===== src/rtl/multi_lane_fifo_if.sv =====
// Handshake bundle for multi_lane_fifo: LANES-wide enqueue and dequeue groups plus occupancy.
// The master side feeds enqueues and consumes dequeues; the slave side is the queue itself.
interface multi_lane_fifo_if #(
   parameter int DATA_WIDTH = 32,
   parameter int DEPTH      = 8,
   parameter int LANES      = 2
);
   localparam int CW = $clog2(DEPTH) + 1;

   logic [LANES-1:0]            enq_valid;
   logic [LANES*DATA_WIDTH-1:0] enq_data;
   logic                        enq_ready;
   logic [LANES-1:0]            deq_valid;
   logic [LANES*DATA_WIDTH-1:0] deq_data;
   logic [LANES-1:0]            deq_ready;
   logic [CW-1:0]               count;

   modport master (
      output enq_valid, enq_data, deq_ready,
      input  enq_ready, deq_valid, deq_data, count
   );

   modport slave (
      input  enq_valid, enq_data, deq_ready,
      output enq_ready, deq_valid, deq_data, count
   );
endinterface


===== src/rtl/multi_lane_fifo.sv =====
// Multi-lane circular queue: up to LANES in-order enqueues and dequeues per cycle.
// Define MULTI_LANE_FIFO_BYPASS_EN to forward same-cycle enqueues straight to empty dequeue lanes.
module multi_lane_fifo #(
   parameter int DATA_WIDTH = 32,
   parameter int DEPTH      = 8,
   parameter int LANES      = 2
) (
   input logic               clk,
   input logic               rst,
   input logic               flush,
   multi_lane_fifo_if.slave  bus
);
   localparam int CW = $clog2(DEPTH) + 1;
   localparam int AW = (DEPTH > 1) ? $clog2(DEPTH) : 1;
   localparam logic [CW-1:0] ENQ_LIMIT = CW'(DEPTH - LANES);

   logic [DATA_WIDTH-1:0] mem [DEPTH];
   logic [CW-1:0]         head;
   logic [CW-1:0]         tail;
   logic [CW-1:0]         count_q;

   logic [LANES-1:0]      enq_mask;
   logic [LANES-1:0]      deq_mask;
   logic [LANES-1:0]      wr_en;
   logic [CW-1:0]         n_enq;
   logic [CW-1:0]         n_deq;

   function automatic logic [CW-1:0] popcount(input logic [LANES-1:0] v);
      logic [CW-1:0] cnt;
      cnt = '0;
      for (int i = 0; i < LANES; i++) begin
         if (v[i]) cnt = cnt + CW'(1);
      end
      return cnt;
   endfunction

   function automatic logic [AW-1:0] slot(input logic [CW-1:0] p);
      return AW'(p % DEPTH);
   endfunction

   // Ready looks only at the registered count, so no same-cycle dequeue can loosen it.
   assign bus.enq_ready = (count_q <= ENQ_LIMIT);
   assign bus.count     = count_q;
   assign enq_mask      = bus.enq_ready ? bus.enq_valid : '0;
   assign n_enq         = popcount(enq_mask);
   assign deq_mask      = bus.deq_ready & bus.deq_valid;
   assign n_deq         = popcount(deq_mask);

`ifdef MULTI_LANE_FIFO_BYPASS_EN
   logic [CW:0] avail;
   logic [CW:0] fwd_used;

   assign avail = {1'b0, count_q} + {1'b0, n_enq};

   // Lanes beyond the stored entries pick up this cycle's enqueue lanes in order.
   always_comb begin
      bus.deq_valid = '0;
      bus.deq_data  = '0;
      for (int i = 0; i < LANES; i++) begin
         bus.deq_valid[i] = avail > (CW+1)'(i);
         bus.deq_data[i*DATA_WIDTH +: DATA_WIDTH] = mem[slot(head + CW'(i))];
         if (!(count_q > CW'(i))) begin
            for (int j = 0; j < LANES; j++) begin
               if (({1'b0, count_q} + (CW+1)'(j)) == (CW+1)'(i)) begin
                  bus.deq_data[i*DATA_WIDTH +: DATA_WIDTH] = bus.enq_data[j*DATA_WIDTH +: DATA_WIDTH];
               end
            end
         end
      end
   end

   // Enqueue lanes already consumed through the bypass never land in storage.
   always_comb begin
      fwd_used = ({1'b0, n_deq} > {1'b0, count_q}) ? ({1'b0, n_deq} - {1'b0, count_q}) : '0;
      wr_en    = '0;
      for (int j = 0; j < LANES; j++) begin
         wr_en[j] = enq_mask[j] && ((CW+1)'(j) >= fwd_used);
      end
   end
`else
   always_comb begin
      bus.deq_valid = '0;
      bus.deq_data  = '0;
      for (int i = 0; i < LANES; i++) begin
         bus.deq_valid[i] = count_q > CW'(i);
         bus.deq_data[i*DATA_WIDTH +: DATA_WIDTH] = mem[slot(head + CW'(i))];
      end
   end

   assign wr_en = enq_mask;
`endif

   // Pointer and occupancy bookkeeping; reset and flush both empty the queue.
   always_ff @(posedge clk) begin
      if (rst || flush) begin
         head    <= '0;
         tail    <= '0;
         count_q <= '0;
      end else begin
         head    <= head + n_deq;
         tail    <= tail + n_enq;
         count_q <= count_q + n_enq - n_deq;
      end
   end

   // Storage is deliberately not cleared; stale contents sit behind deq_valid.
   always_ff @(posedge clk) begin
      if (!rst && !flush) begin
         for (int j = 0; j < LANES; j++) begin
            if (wr_en[j]) begin
               mem[slot(tail + CW'(j))] <= bus.enq_data[j*DATA_WIDTH +: DATA_WIDTH];
            end
         end
      end
   end
endmodule


===== src/flat_wrapper.sv =====
// flat-port wrapper written by rule: the top's interface ports become plain ports
module multi_lane_fifo_flat 
#(
   parameter int DATA_WIDTH = 32,
   parameter int DEPTH      = 8,
   parameter int LANES      = 2
)
  (clk, rst, flush, bus_enq_valid, bus_enq_data, bus_deq_ready, bus_enq_ready, bus_deq_valid, bus_deq_data, bus_count);
  multi_lane_fifo_if #(.DATA_WIDTH(DATA_WIDTH), .DEPTH(DEPTH), .LANES(LANES)) bus_i ();
  input logic clk;
  input logic rst;
  input logic flush;
  input wire logic [$bits(bus_i.enq_valid)-1:0] bus_enq_valid;
  input wire logic [$bits(bus_i.enq_data)-1:0] bus_enq_data;
  input wire logic [$bits(bus_i.deq_ready)-1:0] bus_deq_ready;
  output wire logic [$bits(bus_i.enq_ready)-1:0] bus_enq_ready;
  output wire logic [$bits(bus_i.deq_valid)-1:0] bus_deq_valid;
  output wire logic [$bits(bus_i.deq_data)-1:0] bus_deq_data;
  output wire logic [$bits(bus_i.count)-1:0] bus_count;
  assign bus_i.enq_valid = bus_enq_valid;
  assign bus_i.enq_data = bus_enq_data;
  assign bus_i.deq_ready = bus_deq_ready;
  assign bus_enq_ready = bus_i.enq_ready;
  assign bus_deq_valid = bus_i.deq_valid;
  assign bus_deq_data = bus_i.deq_data;
  assign bus_count = bus_i.count;
  multi_lane_fifo #(.DATA_WIDTH(DATA_WIDTH), .DEPTH(DEPTH), .LANES(LANES)) u_core (.clk(clk), .rst(rst), .flush(flush), .bus(bus_i));
endmodule

===== config.mk =====
export PLATFORM = sky130hd
export DESIGN_NAME = multi_lane_fifo_flat
export DESIGN_NICKNAME = d
export VERILOG_FILES = /design/src/rtl/multi_lane_fifo_if.sv /design/src/rtl/multi_lane_fifo.sv /design/src/flat_wrapper.sv
export SDC_FILE = /design/constraint.sdc
export NUM_CORES = 1
export LEC_CHECK = 0
export ABC_AREA = 0
export CAP_MARGIN = 20
export CORE_MARGIN = 5
export CORE_UTILIZATION = 50
export DETAILED_ROUTE_END_ITERATION = 7
export PLACE_DENSITY = 0.71
export SLEW_MARGIN = 20
export SYNTH_ARGS = -nofsm -noshare
export SYNTH_HDL_FRONTEND = slang
export SYNTH_SLANG_ARGS = --single-unit

===== constraint.sdc =====
create_clock -name clk -period 5.35 [get_ports clk]
set_clock_uncertainty 0.05 [all_clocks]
set_input_delay 0.535 -clock clk [delete_from_list [all_inputs] [get_ports clk]]
set_output_delay 0.535 -clock clk [all_outputs]
set_load 0.02 [all_outputs]

* After elaboration in Yosys (flattened, before gate mapping) *
Memories as Yosys holds them, arrays and structs flattened. A register that Yosys moved wholly into a read port is not among the register bits.
Cells that the tools add are included.

word-level totals
  memories = 1
  bits of input ports = 71
  output and inout port bits = 71
  register bits after elaboration = 12
  memory bits (writable) = 256
  logic and storage cells = 32

cells by class
  magnitude comparators = 3
  bitwise operators = 1
  muxes and demuxes = 12
  reductions and logical operators = 4
  add/sub/neg operators = 8

memories
  memory      words  bits a word  read ports  clocked after Yosys merged registers in  wr ports  line                   RTL
  u_core.mem  8      32           2           1                                        2         multi_lane_fifo.sv:17  logic [DATA_WIDTH-1:0] mem [DEPTH];

operator list
  operator                                                        count
  adder 4 bit                                                     3
  > comparator 4 x 1 -> 1 bit, second input constant              2
  2-to-1 mux 1 bit                                                8
  2-to-1 mux 4 bit                                                2
  adder 3 x 1 -> 3 bit, second input constant                     2
  adder 1 x 1 -> 2 bit, second input constant                     2
  less-or-equal comparator 4 x 3 -> 1 bit, second input constant  1
  subtractor 4 bit                                                1
  2-to-1 mux 3 bit                                                1
  AND 2 bit                                                       1
  logical NOT 1 bit                                               2
  2-to-1 mux 2 bit                                                1
  logical AND 1 bit                                               1
  logical OR 1 bit                                                1

* Logic depth before layout (Yosys ltp) *
  depth in word-level cells = 7
  mapped depth = 15
  depth with buffers taken out = 15

* Worst setup path before layout *
Ideal clock, no wire load.

  path type = reg-to-reg
  from = register u_core.count_q[3] (netlist: u_core.bus.count[3])
  to = register u_core.count_q[3] (netlist: u_core.bus.count[3])
  path slack = 1.745 ns
  library setup time = 0.115 ns
  stages on the path, launching flop included = 16
  arrival = 3.440 ns
  period minus slack after synthesis = 3.605 ns
  data required time = 5.185 ns
  path buffers = 0
  cells stage by stage = dfxtp_1 > inv_1 > ha_1 > nand2_1 > mux2i_4 > inv_1 > and2_1 > ha_1 > inv_1 > fa_1 > inv_1 > ha_1 > a21o_1 > a21oi_1 > xnor2_1 > nor2_1

on the way
  cells in the longest elaborated chain, start to end = 7
  elaborated cells on any way between the ends = 13
  those cells by class = add/sub (4); order compare (3); mux (5); bitwise (1)

ends and longest elaborated chain
  item                                         line                    RTL
  from (decl)                                  multi_lane_fifo.sv:20   logic [CW-1:0] count_q;
  from (signal assigned)                       multi_lane_fifo.sv:102  count_q <= count_q + n_enq - n_deq;
  less-or-equal comparator 4 x 3 -> 1 bit (*)  multi_lane_fifo.sv:42   assign bus.enq_ready = (count_q <= ENQ_LIMIT);
  via bus_enq_ready                            flat_wrapper.sv:16      output wire logic [$bits(bus_i.enq_ready)-1:0] bus_enq_ready;
  2-to-1 mux 2 bit (*)                         multi_lane_fifo.sv:44   assign enq_mask = bus.enq_ready ? bus.enq_valid : '0;
  2-to-1 mux 1 bit                             multi_lane_fifo.sv:32   if (v[i]) cnt = cnt + CW'(1);
  adder 1 x 1 -> 2 bit                         multi_lane_fifo.sv:32
  2-to-1 mux 4 bit (*)                         multi_lane_fifo.sv:32
  adder 4 bit (*)                              multi_lane_fifo.sv:102
  subtractor 4 bit (*)                         multi_lane_fifo.sv:102

Mark *: on every way through the listed nets, which the timed path passes. The rest lies on a longest branch.
A chain may end at the register's enable or synchronous reset.

* Worst setup path after layout *
  from = register u_core.head[1]
  to = output bus_deq_data[33]

on the way
  cells in the longest elaborated chain, start to end = 2

ends and longest elaborated chain
  item                      line                    RTL
  from (decl)               multi_lane_fifo.sv:18   logic [CW-1:0] head;
  from (signal assigned)    multi_lane_fifo.sv:100  head <= head + n_deq;
  adder 3 x 1 -> 3 bit      multi_lane_fifo.sv:86   bus.deq_data[i*DATA_WIDTH +: DATA_WIDTH] = mem[slot(head + CW'(i))];
  memory read (8 x 32 bit)  --
  to (decl)                 flat_wrapper.sv:18      output wire logic [$bits(bus_i.deq_data)-1:0] bus_deq_data;

Every way passes these cells.

==> qor.yml <==
outcome:
  status: "finished clean"
clock_tree:
  clock_latency_ns: 0.54
  ctsHoldBuffers: 0
  clockRootBuffer: "clkbuf_16"
  clkTransAtPathRegs_ns: 0.06
  cts_setup_buffers: 0
  htree_levels: 1
  ctsResizeCount: 0
  cts_buffers: 29
  cts_tree: "done"
  clk_path_buf_depth: 3
  clock-sinks: 266
route:
  ant_nets: 0
  wl_met2_um: 19360
  dr.pass1.iters: 4
  drc_errors: 0
  via_per_inst: 6.244
  num_vias: 8954
  routedWlPerCell_um: 27.39
  wl_met1_um: 17220
  top_layer_used: "met4"
  wl_met3_um: 2142
  wl_um: 39280
  drt_iter0_markers: 724
grt:
  grt.overflow.total: 0
  grt_pass1_wl_um: 59970
  grtUsageTotal_pct: 22.13
  antenna_found_initial: 0
  grt_max_degree: 130
  grt_pass1_vias: 9554
die:
  coreArea_um2: 31390
  die-area_um2: 35270
  rows: 65
  ios: 142
  initial_core_util_pct: 50.35
  die_y_um: 187.8
  die_w_um: 187.8
power_and_ir_drop:
  power_switching_uw: 1816
  netSwitchingFraction_pct: 29.17
  seq_power_share_pct: 38.9
  power.density_nw_per_um2: 336.0
  power_frac_clock_pct: 28.7
  p_comb_share_pct: 32.5
  ir_worst_vdd_v: 0.0003931
  p_leak_uw: 0.005877
  internal_power_uw: 4409
finish:
  mostFrequentLayoutCell: "edfxtp_1"
  area_delta_synth_final_pct: 17.22
  final_cell_mix: "edfxtp_1 (256), mux2_1 (182), clkdlybuf4s50_1 (141), mux4_2 (128), mux2_2 (78)"
  fin_nets: 1100
  num_antenna_cells: 0
  drive_gt1_share_pct: 34.69
synthesis:
  syn_avg_cell_area_um2: 18.04
  netlist_area_um2: 15810
  syn_inst: 876
  ys_seq_area_share_pct: 49.90
  ys_ff_latch: 266
  synth-warning-count: 0
  synth_nets: 963
  ys_types: 37
setup_path:
  cp_max_fo: 52
  worst_setup_path_end_kind: "output port"
  cp_data_arrival_time_ns: 3.58
  startpoint_type: "flop"
  worstSetupPathType: "reg2out"
  cp_data_required_time_ns: 4.76
job:
  maxCapViolCount: 0
place:
  io_buffers: 141
  dpl.hpwl_um: 23430
  gp_congestion: 0.7660
hold_path:
  hold_class: "reg2reg"
sta:
  relSlewSlack_pct: 33.32
  final.setup.tns_ns: 0
  worstMarginPinSlew_ns: 0.9978
  timing.final.crit_share_pct: 77.82
  rsz0062_at_grt: "no"
  final-hold-violation-count: 0
  fmax_mhz: 240.2
  hold_slack_ns: 0.6789
  min_period_ns: 4.163
  finalSetupViolations: 0
  finalMaxSlewViolations: 0
## power groups by stage
stage | logic (µW) | clock network, µW | registers [µW]
global route | 2190 | 1900 | 2430
finish | 2020 | 1780 | 2420
CTS | 2050 | 1820 | 2420
floorplan | 1350 | 0 | 2450
global placement | 2020 | 0 | 2460
detailed placement | 2030 | 0 | 2460
## cell type report
cell class	count	area [µm²]
tap	402	503.0
fill	2345	12860
clock inverter	16	78.83
clock buffer	34	744.5
multi-input combinational	535	7581
timing repair buffer	168	1677
inverter	13	48.80
sequential	266	7896
## worst max-delay path, cell delays in order (launching register included)
cell	delay (ns)
dfxtp_4	0.69
ha_4	0.78
buf_4	0.37
mux4_2	0.32
mux2_2	0.30
clkdlybuf4s50_1	0.55
## cells by family after synthesis
| kind of cell | count (synthesis) | share of synthesized area (%) |
|---|---|---|
| muxes | 449 | 42.60 |
| buffers and inverters | 75 | 2.763 |
| and+or+nand+nor | 53 | 2.414 |
| xor gates and xnor gates | 7 | 0.4830 |
| adders and majority gates | 16 | 1.456 |
| AOI/OAI and AO/OA | 10 | 0.3800 |
| DFF | 266 | 49.90 |
## stage by stage
step,total power [µW],worst slack (ns),cell area [µm²],utilization [%],instances
3_3_place_gp,4479,1.746,17710,56.40,1384
2_1_floorplan,3799,1.745,15810,-,876
4_1_cts,6291,1.146,18530,59.02,1434
3_5_place_dp,4498,1.701,17710,56.40,1384
6_report,6225,1.187,18530,59.02,1434
5_1_grt,6518,0.9890,18530,59.02,1434
## final timing paths
kind	startpoint	end	slack (ns)	cells past startpoint
min reg2reg	u_core.bus.count[2]$_SDFF_PP0_	u_core.bus.count[3]$_SDFF_PP0_	0.68	4
max reg2reg	u_core.tail[0]$_SDFF_PP0_	u_core.mem[0][0]$_DFFE_PP_	1.70	6
min	u_core.bus.count[2]$_SDFF_PP0_	u_core.bus.count[3]$_SDFF_PP0_	0.68	4
max	u_core.head[1]$_SDFF_PP0_	bus_deq_data[33]	1.19	5
## metal layers
layer  up-vias  GRT usage (%)
li1       3906              -
met1      4691          31.85
met2       311          37.06
met3        46          2.885
met4         0          3.868
met5         -              0
## Yosys cell counts, drive strengths merged
cell,count,area share [%]
or3,2,0.079
nand2,7,0.20
xnor2,4,0.27
clkbuf,14,0.33
nor4,4,0.54
edfxtp,256,49
and2,9,0.36
mux2i,1,0.14
nor2,13,0.31
a21o,1,0.048
mux2,320,24
nand3,2,0.063
dfxtp,10,1.3
a41oi,2,0.11
nor3,10,0.60
nor3b,1,0.048
or2,2,0.095
or2b,1,0.048
nand4,2,0.079
mux4,128,18
xor2,3,0.21
ha,12,0.95
inv,13,0.31
a21oi,7,0.22
fa,4,0.51
buf,48,2.1
## registers in the layout (all words and copies together) (netlist names)
name,cells
u_core.mem,256
u_core.bus.count,4
u_core.head,3
u_core.tail,3
Note: power is estimated with default switching activity, not from simulation.
